File: config.mk
export PLATFORM = sky130hd
export DESIGN_NAME = sr_drive_ctrl
export DESIGN_NICKNAME = d
export VERILOG_FILES = /design/src/rtl/sr_drive_ctrl.sv
export SDC_FILE = /design/constraint.sdc
export NUM_CORES = 1
export LEC_CHECK = 0
export CELL_PAD_IN_SITES_DETAIL_PLACEMENT = 0
export CELL_PAD_IN_SITES_GLOBAL_PLACEMENT = 2
export CORE_UTILIZATION = 37
export CTS_CLUSTER_DIAMETER = 80
export DETAILED_ROUTE_END_ITERATION = 7
export PLACE_DENSITY = 0.78
export SLEW_MARGIN = 20
export SYNTH_ARGS = -nofsm -noshare
export SYNTH_HDL_FRONTEND = slang
export SYNTH_SLANG_ARGS = --single-unit
File: constraint.sdc
create_clock -name clk -period 2.45 [get_ports clk]
set_input_delay 0.245 -clock clk [delete_from_list [all_inputs] [get_ports clk]]
set_output_delay 0.245 -clock clk [all_outputs]
set_load 0.005 [all_outputs]
File: src/rtl/sr_drive_ctrl.sv
// Conditions raw set/clear request levels into clean, non-overlapping s/r pulses
// for a downstream SR flip-flop, tracking its expected Q and counting conflicts.
module sr_drive_ctrl #(
    parameter int SYNC_STAGES  = 2,
    parameter int DEB_CYCLES   = 4,
    parameter int PULSE_CYCLES = 2,
    parameter int GUARD_CYCLES = 1,
    parameter int PRIORITY     = 1
) (
    input  logic       clk,
    input  logic       rst_n,
    input  logic       set_req,
    input  logic       clr_req,
    output logic       s,
    output logic       r,
    output logic       busy,
    output logic       q_model,
    output logic [7:0] conflict_cnt
);

    localparam int DW   = $clog2(DEB_CYCLES + 1);
    localparam int SW   = $clog2(SYNC_STAGES + 2);
    localparam int PMAX = (PULSE_CYCLES > GUARD_CYCLES) ? PULSE_CYCLES : GUARD_CYCLES;
    localparam int CW   = $clog2(PMAX + 1);

    typedef enum logic [1:0] {IDLE, SET, CLR, GUARD} state_t;

    logic [1:0]             w_raw;
    logic [SYNC_STAGES-1:0] r_sync [2];
    logic [DW-1:0]          r_debCnt [2];
    logic [1:0]             r_deb;
    logic [1:0]             r_debD;
    logic [SW-1:0]          r_settle;
    logic                   w_settling;
    logic                   w_setEvt;
    logic                   w_clrEvt;

    logic                   r_setPend;
    logic                   r_clrPend;
    logic                   w_setPendNext;
    logic                   w_clrPendNext;
    logic                   w_setKeep;
    logic                   w_clrKeep;
    logic                   w_conflict;
    logic [7:0]             r_conflictCnt;

    state_t                 r_state;
    state_t                 w_nextState;
    logic [CW-1:0]          r_phase;
    logic [CW-1:0]          w_phaseNext;
    logic                   r_s;
    logic                   r_r;
    logic                   r_busy;
    logic                   r_q;

    assign w_raw      = {clr_req, set_req};
    assign w_settling = (r_settle != SW'(SYNC_STAGES + 1));

    // Until the synchronisers have filled after reset, the debounced level simply
    // follows them, so a request already held high at reset release is not an event.
    always_ff @(posedge clk or negedge rst_n) begin
        if (!rst_n) begin
            r_settle <= '0;
            r_deb    <= '0;
            r_debD   <= '0;
            for (int i = 0; i < 2; i++) begin
                r_sync[i]   <= '0;
                r_debCnt[i] <= '0;
            end
        end else begin
            if (w_settling)
                r_settle <= r_settle + SW'(1);
            for (int i = 0; i < 2; i++) begin
                r_sync[i] <= {r_sync[i][SYNC_STAGES-2:0], w_raw[i]};
                if (w_settling) begin
                    r_deb[i]    <= r_sync[i][SYNC_STAGES-1];
                    r_debD[i]   <= r_sync[i][SYNC_STAGES-1];
                    r_debCnt[i] <= '0;
                end else begin
                    r_debD[i] <= r_deb[i];
                    if (r_sync[i][SYNC_STAGES-1] != r_deb[i]) begin
                        if (r_debCnt[i] == DW'(DEB_CYCLES - 1)) begin
                            r_deb[i]    <= ~r_deb[i];
                            r_debCnt[i] <= '0;
                        end else begin
                            r_debCnt[i] <= r_debCnt[i] + DW'(1);
                        end
                    end else begin
                        r_debCnt[i] <= '0;
                    end
                end
            end
        end
    end

    assign w_setEvt = r_deb[0] & ~r_debD[0];
    assign w_clrEvt = r_deb[1] & ~r_debD[1];

    // A flag being accepted this edge is already served, so it cannot be superseded.
    always_comb begin
        w_setKeep     = r_setPend & ~(r_state == IDLE);
        w_clrKeep     = r_clrPend & ~(r_state == IDLE);
        w_setPendNext = w_setKeep;
        w_clrPendNext = w_clrKeep;
        w_conflict    = 1'b0;
        if (w_setEvt && w_clrEvt) begin
            w_conflict    = 1'b1;
            w_setPendNext = (PRIORITY != 0);
            w_clrPendNext = (PRIORITY == 0);
        end else if (w_setEvt) begin
            w_setPendNext = 1'b1;
            if (w_clrKeep) begin
                w_clrPendNext = 1'b0;
                w_conflict    = 1'b1;
            end
        end else if (w_clrEvt) begin
            w_clrPendNext = 1'b1;
            if (w_setKeep) begin
                w_setPendNext = 1'b0;
                w_conflict    = 1'b1;
            end
        end
    end

    always_ff @(posedge clk or negedge rst_n) begin
        if (!rst_n) begin
            r_setPend     <= 1'b0;
            r_clrPend     <= 1'b0;
            r_conflictCnt <= '0;
        end else begin
            r_setPend <= w_setPendNext;
            r_clrPend <= w_clrPendNext;
            if (w_conflict && (r_conflictCnt != 8'hFF))
                r_conflictCnt <= r_conflictCnt + 8'd1;
        end
    end

    always_comb begin
        w_nextState = r_state;
        w_phaseNext = r_phase;
        case (r_state)
            IDLE: begin
                w_phaseNext = '0;
                if (r_setPend)
                    w_nextState = SET;
                else if (r_clrPend)
                    w_nextState = CLR;
            end
            SET, CLR: begin
                if (r_phase == CW'(PULSE_CYCLES - 1)) begin
                    w_nextState = GUARD;
                    w_phaseNext = '0;
                end else begin
                    w_phaseNext = r_phase + CW'(1);
                end
            end
            GUARD: begin
                if (r_phase == CW'(GUARD_CYCLES - 1)) begin
                    w_nextState = IDLE;
                    w_phaseNext = '0;
                end else begin
                    w_phaseNext = r_phase + CW'(1);
                end
            end
            default: begin
                w_nextState = IDLE;
                w_phaseNext = '0;
            end
        endcase
    end

    // Drive outputs are registered from the next state so they change cleanly on the edge.
    always_ff @(posedge clk or negedge rst_n) begin
        if (!rst_n) begin
            r_state <= IDLE;
            r_phase <= '0;
            r_s     <= 1'b0;
            r_r     <= 1'b0;
            r_busy  <= 1'b0;
            r_q     <= 1'b0;
        end else begin
            r_state <= w_nextState;
            r_phase <= w_phaseNext;
            r_s     <= (w_nextState == SET);
            r_r     <= (w_nextState == CLR);
            r_busy  <= (w_nextState != IDLE);
            if ((r_state == SET) && (r_phase == '0))
                r_q <= 1'b1;
            else if ((r_state == CLR) && (r_phase == '0))
                r_q <= 1'b0;
        end
    end

    assign s            = r_s;
    assign r            = r_r;
    assign busy         = r_busy;
    assign q_model      = r_q;
    assign conflict_cnt = r_conflictCnt;

endmodule

==> results of run 1 <==
-- per-stage QoR --
stage               setup WS, ps  area, sq um  instances  hold slack (ps)
detailed placement           626         1780        195              338
finish                       617         1880        203              352
CTS                          608         1880        203              354
floorplan                    749         1570        131            -50.6
global placement             688         1780        195              334
global route                 505         1880        203              357
-- routing by layer --
layer	global-route usage	routed length (um)	vias up
li1	-	-	494
met1	0.167	1160	480
met5	0	0	-
met2	0.208	1240	11
met3	0.0507	59	4
met4	0.0718	30	0
-- power breakdown --
group          switching (uW)  total (uW)  leakage, uW  internal [uW]
clock                     193         418    0.0000472            225
combinational             356         755     0.000418            399
sequential                140         869     0.000423            729
-- layout make-up --
| class | instances | area [sq um] | share of cell area |
|---|---|---|---|
| well taps | 50 | 62.6 | 0.0333 |
| inverters | 11 | 41.3 | 0.0220 |
| multi-input cells | 84 | 669 | 0.357 |
| flip-flops and latches | 34 | 851 | 0.453 |
| clock inverters | 2 | 12.5 | 0.00667 |
| clock buffers | 6 | 82.6 | 0.0440 |
| repair buffers | 16 | 158 | 0.0840 |
-- Yosys cell counts (3+ instances only) --
master	n
dfrtp_1	34
ha_1	11
inv_1	11
nor2_1	10
nand2_1	7
a21oi_1	5
xor2_1	5
mux2_2	4
and3_1	3
nand3_1	3
o21ai_0	3
-- worst max path at each step --
| stage | to | startpoint | slack [ps] | cells past startpoint |
|---|---|---|---|---|
| floorplan | conflict_cnt[6] | r_state[0] | 750 | 7 |
| global placement | conflict_cnt[6] | r_state[0] | 690 | 6 |
| detailed placement | conflict_cnt[6] | r_state[0] | 630 | 6 |
| CTS | conflict_cnt[6] | r_state[0] | 610 | 6 |
| global route | conflict_cnt[1] | r_state[1] | 500 | 6 |
| finish | conflict_cnt[1] | r_state[0] | 620 | 6 |
-- state kept, by name (all words and copies together), names as in the netlist, 2 cells and up --
| signal | count |
|---|---|
| r_debD | 2 |
| r_debCnt | 6 |
| r_sync | 4 |
| r_deb | 2 |
| conflict_cnt | 8 |
| r_settle | 2 |
| r_state | 2 |
| r_phase | 2 |
-- cells by family after synthesis --
logic type | count (synthesis)
AND/OR/NAND/NOR | 36
flip-flops | 34
AO/OA/AOI/OAI | 24
buffers and inverters | 13
adder cells (fa/ha/maj) | 11
XOR/XNOR | 7
multiplexers | 6
==> out/summary.txt, run 1 <==
Compound-Gate Fraction of Synth Area -> 0.124
most common cell after layout, fill and taps aside -> dfrtp_1
hold path cells -> 0
vias per cell -> 4.87
fill count -> 392
Power Density -> 1090 nW/um^2
syn_area_per_cell -> 12.0 sq um
GPL Wtd Cong -> 0.754
critical path, cell by cell -> inv_1 -> ha_1 -> nor2b_2 -> o21ai_4 -> a21o_4 -> mux2_4
Min-Delay Startpoint -> r_sync[0]
Hold Violations, Final -> 0
Slew headroom -> 0.722
Least-Margin Pin Slew -> 417 ps
Synth Net Count -> 146
Worst setup EP type -> flop
Arr. time, crit path -> 2000 ps
number of distinct library cells after synthesis -> 39
Slowest-stage cell, CP -> dfrtp_1
cell family with most CP delay -> compound AO/OA/AOI/OAI gates
number of global-route vias before repair -> 1021
area grow syn2layout -> 19.3%
max-cap violations -> 0
DRT Pass-1 Iters -> 4
# clock sinks -> 34
Post-CTS Hold Fix Bufs -> 0
run status -> finished, final reports clean
all-layer global routing usage -> 0.136
die width -> 67.2 um
DP Wirelength -> 1760 um
pin count of the biggest net entering global routing -> 35
buffers inserted by post-CTS timing repair -> 0
root buf cell -> clkbuf_8
setup TNS -> 0 ps
WL final -> 2490 um
hold-critical path endpoint -> r_sync[1]
Yosys top cell by area -> dfrtp_1
CTS tree -> done
Initial Util -> 0.390
global-route wire length before repair -> 4420 um
Ports -> 16
port bufs -> 15
Routed Antenna Nets -> 0
clk_skew -> 3.27 ps
# resized after CTS -> 0
WL/cell -> 12.3 um
simple-gate area share of the yosys netlist -> 0.130
ys async rst share -> 1.00
Leak -> 0.000888 uW
initial antenna violation count -> 0
Ys Warns -> 0
Post-synth EDFFs -> 0
Post-Synth XOR/XNOR Area -> 0.0390
reg2reg start -> r_state[0]
Tot Pwr -> 2040 uW
final setup fails -> 0
Synth area leaders -> dfrtp_1 54%, ha_1 8.8%, mux2_2 2.9%
clock latency on the worst-skew pair -> 280 ps
clock slew at reported path FFs -> 70 ps
Crit path buffers/inverters -> 1
worst reg2reg endpoint -> conflict_cnt[1]
most frequent cells in the layout -> 34 x dfrtp_1, 15 x clkdlybuf4s50_1, 11 x inv_1, 11 x ha_1, 10 x nor2_1
CP Max Fanout -> 9
core area -> 4030 sq um
Die Footprint -> 4520 sq um
Post-Synthesis Cells -> 131
max incr delay on CP -> 420 ps
crit share post-route -> 0.748
CP Class -> reg2reg
GR Overflow Total -> 0
Final nets -> 167
sequential area share after synthesis -> 0.541
row count -> 23
CP required -> 2620 ps
CP Launch Type -> flop
largest family of logic cells by synthesized area -> simple AND/OR/NAND/NOR gates
Hold/Removal Path Class -> reg2reg
CTS buffer count -> 5
r2r setup slk -> 620 ps
Iteration-0 DRC Markers -> 30
DR DRC count -> 0
f_max -> 545 MHz
Mapped Area -> 1570 sq um
minimum clock period -> 1830 ps
final core utilization -> 0.466
share of cells above drive strength 1 -> 0.144
unrepaired setup endpoints after global routing -> no
diode count -> 0
worst reg2reg path depth -> 6
H-tree Lvls -> 2
Slew Limit Fails -> 0
Adder-Cell Fraction of Synth Area -> 0.0875
FF+latch count, synth -> 34
Die Span Y -> 67.2 um
multiplexer share of the synthesized area -> 0.0453
Synth top area share -> 0.541
Primary FF master, synth -> dfrtp_1
buffer depth of the longest clock path -> 2
worst ir drop on vdd -> 652 uV
routed via count -> 989
(Power assumes the default switching activity.)
==> inputs of run 2 (changes only) <==
Clock period 2.45 ns to 1.7 ns, I/O delays scaled along.
==> run 2 against run 1 <==
Against the previous run: design area grew 2.8%; sequential share of layout area shrank 1.2 points; clock power grew 78%; non-clock buffer count grew 4; highest routed layer unchanged.
==> out/summary.txt, run 2 (synthesis gave the netlist of run 1 again) <==
run status -> finished, final reports clean
r2r setup slk -> 140 ps
Post-DP Area -> 1820 sq um
pin count of the biggest net entering global routing -> 35
setup TNS -> 0 ps
clk_skew -> 1.57 ps
max incr delay on CP -> 340 ps
WL final -> 2630 um
Worst setup EP type -> flop
Tot Pwr -> 3160 uW
sequential cell area -> 851 sq um
CP Launch Type -> flop
global-route wire length before repair -> 4550 um
setup ws final -> 136 ps
vias per cell -> 4.84
Hold Violations, Final -> 0
DR DRC count -> 0
DP Wirelength -> 1890 um
post-route cell area -> 1930 sq um
critical path, cell by cell -> inv_1 -> ha_1 -> nor2b_4 -> o21ai_4 -> buf_4 -> a211oi_1 -> xor2_1
CP Class -> reg2reg
Slew Limit Fails -> 0
Slew headroom -> 0.716
buffer depth of the longest clock path -> 2
Final nets -> 171
Ports -> 16
unrepaired setup endpoints after global routing -> no
max reg flops -> 8
# clock sinks -> 34
Arr. time, crit path -> 1770 ps
crit share post-route -> 0.920
DP Cell Count -> 199
reg2reg start -> r_state[0]
final instance count without filler cells -> 206
Iteration-0 DRC Markers -> 47
Die Footprint -> 4520 sq um
Slowest-stage cell, CP -> dfrtp_1
GPL Wtd Cong -> 0.740
area of the multi-input gates -> 674 sq um
final setup fails -> 0
max-cap violations -> 0
CTS tree -> done
worst ir drop on vdd -> 757 uV
H-tree Lvls -> 2
port bufs -> 15
share of cells above drive strength 1 -> 0.160
area grow syn2layout -> 22.7%
buffers inserted by post-CTS timing repair -> 0
most frequent cells in the layout -> 34 x dfrtp_1, 15 x clkdlybuf4s50_1, 11 x inv_1, 11 x ha_1, 10 x nor2_1
clock latency on the worst-skew pair -> 280 ps
f_max -> 639 MHz
row count -> 23
Post-CTS Hold Fix Bufs -> 0
Initial Util -> 0.390
# resized after CTS -> 0
worst reg2reg endpoint -> conflict_cnt[7]
CTS buffer count -> 5
root buf cell -> clkbuf_8
Leak -> 0.000919 uW
GR Overflow Total -> 0
diode count -> 0
routed via count -> 997
fill count -> 365
Hold/Removal Path Class -> in2async
Least-Margin Pin Slew -> 426 ps
Power Density -> 1640 nW/um^2
most common cell after layout, fill and taps aside -> dfrtp_1
Die Span Y -> 67.2 um
number of global-route vias before repair -> 1002
WL/cell -> 12.8 um
die width -> 67.2 um
CP Max Fanout -> 5
DRT Pass-1 Iters -> 4
core area -> 4030 sq um
worst reg2reg path depth -> 7
minimum clock period -> 1560 ps
dpl ws -> 152 ps
CP required -> 1910 ps
Routed Antenna Nets -> 0
all-layer global routing usage -> 0.142
clock slew at reported path FFs -> 70 ps
initial antenna violation count -> 0
==> run 2: worst max path at each step <==
stage / startpoint / endpoint / slack (ps) / cells past startpoint
2_1_floorplan: r_state[0] / conflict_cnt[6] / 30 / 7
3_3_place_gp: r_state[1] / conflict_cnt[7] / 170 / 7
3_5_place_dp: r_state[0] / conflict_cnt[6] / 150 / 6
4_1_cts: r_state[1] / conflict_cnt[7] / 120 / 7
5_1_grt: r_state[0] / conflict_cnt[7] / 30 / 7
6_report: r_state[0] / conflict_cnt[7] / 140 / 7
==> run 2: power by group <==
group | total [uW] | switching, uW | internal [uW]
logic | 1190 | 556 | 630
clock network | 742 | 274 | 469
registers | 1230 | 182 | 1050
==> run 2: per-stage QoR <==
step                      hold slack (ps)  utilization
after floorplan                      -126            -
after detailed placement              338        0.451
final                                 301        0.479
after global routing                  318        0.479
after global placement                335        0.451
after CTS                             315        0.479
==> run 2: critical path: cells and delay by family, from the launching register on <==
family                   cells  cell delay (ps)
AO/OA/AOI/OAI                2              370
XOR/XNOR                     1              160
buffers and inverters        2              220
flip-flops                   1              340
adder cells (fa/ha/maj)      1              250
AND/OR/NAND/NOR              1              150
==> run 2: final cells by class <==
type | count | share of cell area
clock buffer | 6 | 0.0428
inverter | 11 | 0.0214
tap | 50 | 0.0324
sequential | 34 | 0.441
multi-input combinational | 84 | 0.350
clock inverter | 1 | 0.0156
timing repair buffer | 20 | 0.0973
==> run 2: metal layers <==
layer  GRT usage  up-vias  wire length, um
li1            -      496                -
met1       0.170      485             1240
met2       0.223       12             1290
met3      0.0473        4               70
met4      0.0798        0               32
met5           0        -                0
==> inputs of run 3 (changes only) <==
Settings changed: ABC_AREA from default to 1, CORE_UTILIZATION 37 to 34.
==> run 3 against run 2 <==
Against the previous run: the flow now finishes with violations (DRC); largest cell class unchanged; critical path type unchanged; clock skew rose by 1.9 ps; core utilization down 4.8 points; largest power group unchanged; register-to-register slack improved by 80 ps; design area unchanged; synthesized area increased by 3.6%; worst hold slack got worse by 7.0 ps.
==> out/summary.txt, run 3 <==
run status -> finished with violations
violated checks -> DRC
Ports -> 16
routed via count -> 1174
Ys Warns -> 0
Least-Margin Pin Slew -> 432 ps
Worst setup EP type -> flop
Iteration-0 DRC Markers -> 38
clock latency on the worst-skew pair -> 280 ps
CP required -> 1870 ps
most frequent cells in the layout -> 57 x nand2_1, 34 x dfrtp_1, 19 x inv_1
port bufs -> 15
area grow syn2layout -> 18.4%
sequential cell area -> 851 sq um
GPL Wtd Cong -> 0.715
buffers inserted by post-CTS timing repair -> 0
worst reg2reg endpoint -> conflict_cnt[1]
max-cap violations -> 0
Routed Antenna Nets -> 0
Hold/Removal Path Class -> in2async
Initial Util -> 0.364
r2r setup slk -> 210 ps
Synth top area share -> 0.522
Primary FF master, synth -> dfrtp_1
crit share post-route -> 0.876
Arr. time, crit path -> 1660 ps
WL final -> 2820 um
ys async rst share -> 1.00
GR Overflow Total -> 0
final setup fails -> 0
clock slew at reported path FFs -> 70 ps
DRT Pass-1 Iters -> 6
buffer depth of the longest clock path -> 2
reg2reg start -> r_state[1]
DP Wirelength -> 2040 um
clk_skew -> 3.43 ps
fill count -> 447
Leak -> 0.000953 uW
Die Span Y -> 71.2 um
H-tree Lvls -> 2
dpl ws -> 135 ps
DR DRC count -> 3
top post-synthesis cells by count -> 57 x nand2_1, 34 x dfrtp_1, 19 x inv_1
worst ir drop on vdd -> 714 uV
initial antenna violation count -> 0
CP Launch Type -> flop
worst reg2reg path depth -> 8
Post-Synthesis Cells -> 181
area of the multi-input gates -> 684 sq um
unrepaired setup endpoints after global routing -> no
Post-CTS Hold Fix Bufs -> 0
setup ws final -> 211 ps
f_max -> 672 MHz
share of cells above drive strength 1 -> 0.103
CP Launch Point -> r_state[1]
CP Class -> reg2reg
top-count cell post-synth -> nand2_1
Final nets -> 218
final core utilization -> 0.431
CP Max Fanout -> 8
FF+latch count, synth -> 34
all-layer global routing usage -> 0.135
row count -> 24
diode count -> 0
most common cell after layout, fill and taps aside -> nand2_1
Slew Limit Fails -> 0
die width -> 71.2 um
pin count of the biggest net entering global routing -> 35
number of distinct library cells after synthesis -> 26
sequential area share after synthesis -> 0.522
max reg flops -> 8
# clock sinks -> 34
vias per cell -> 4.60
CTS buffer count -> 5
Hold Violations, Final -> 0
global-route wire length before repair -> 5310 um
number of global-route vias before repair -> 1197
setup TNS -> 0 ps
root buf cell -> clkbuf_8
crit path to -> conflict_cnt[1]
Power Density -> 1460 nW/um^2
Post-synth EDFFs -> 0
syn_area_per_cell -> 9.00 sq um
Slew headroom -> 0.712
CTS tree -> done
Synth Net Count -> 196
minimum clock period -> 1490 ps
WL/cell -> 11.1 um
Yosys top cell by area -> dfrtp_1
core area -> 4470 sq um
Mapped Area -> 1630 sq um
Synth area leaders -> dfrtp_1 52%, nand2_1 13%, ha_1 8.4%
Die Footprint -> 5070 sq um
## run 3: cell types whose count changed after synthesis, sizes merged, moves of 4 or more
| cell | delta |
|---|---|
| nand2 | +56 |
| nand3 | +5 |
| mux2 | -6 |
| inv | +12 |
| xor2 | -4 |
| o21ai | +5 |
## run 3: per-stage QoR
step           power [uW]  cell area, sq um  std cells  hold WS [ps]
2_1_floorplan        1930              1630        181          -126
3_3_place_gp         2270              1850        248           333
3_5_place_dp         2290              1850        248           348
4_1_cts              2870              1930        255           306
5_1_grt              3090              1930        255           322
6_report             2820              1930        255           294
## run 3: layout make-up
type                       count  area share
timing repair buffer          16      0.0817
inverter                      24      0.0480
clock inverter                 2     0.00519
multi-input combinational    122       0.355
clock buffer                   5      0.0357
sequential                    34       0.441
tap                           52      0.0337
## run 3: timing repair
item / 4_1_cts / 5_1_grt
gates resized for setup: 0 / 1
endpoints found under the hold margin: 0 / 0
setup endpoints to repair: 0 / 3
## run 3: metal layers
metal  routed length (um)  GRT usage
met1                 1350      0.166
met2                 1300      0.219
met3                  115     0.0436
met4                   51     0.0533
met5                    0          0
## run 3: worst max-delay path, stage by stage, from the launching register on
cell and delay (ps):
dfrtp_1 410, inv_1 100, ha_1 250, nor2_1 190, nand2_2 110, nand2_4 130, nand2_8 80, nand2_1 60
nand2_1 50
## run 3: cell families (layout without fill, tap and decap cells)
| group | count (synthesis) | after routing | synth area share |
|---|---|---|---|
| AND/OR/NAND/NOR | 88 | 88 | 0.245 |
| flip-flops | 34 | 34 | 0.522 |
| buffers and inverters | 25 | 47 | 0.0599 |
| AO/OA/AOI/OAI | 17 | 17 | 0.0561 |
| adder cells (fa/ha/maj) | 11 | 11 | 0.0845 |
| XOR/XNOR | 6 | 6 | 0.0323 |
## run 3: report_power, final
group          total, uW  internal, uW  switching (uW)
combinational       1050           475             573
clock                560           275             285
sequential          1210          1040             169
total               2820          1790            1030
## run 3: worst min-delay path by stage
stage | from | end | slack, ps | cells past startpoint
2_1_floorplan | rst_n | busy | -130 | 0
3_3_place_gp | r_sync[0] | r_sync[1] | 330 | 0
3_5_place_dp | r_sync[2] | r_sync[3] | 350 | 0
4_1_cts | rst_n | q_model | 310 | 2
5_1_grt | clr_req | r_sync[0] | 320 | 1
6_report | rst_n | r_deb[0] | 290 | 2
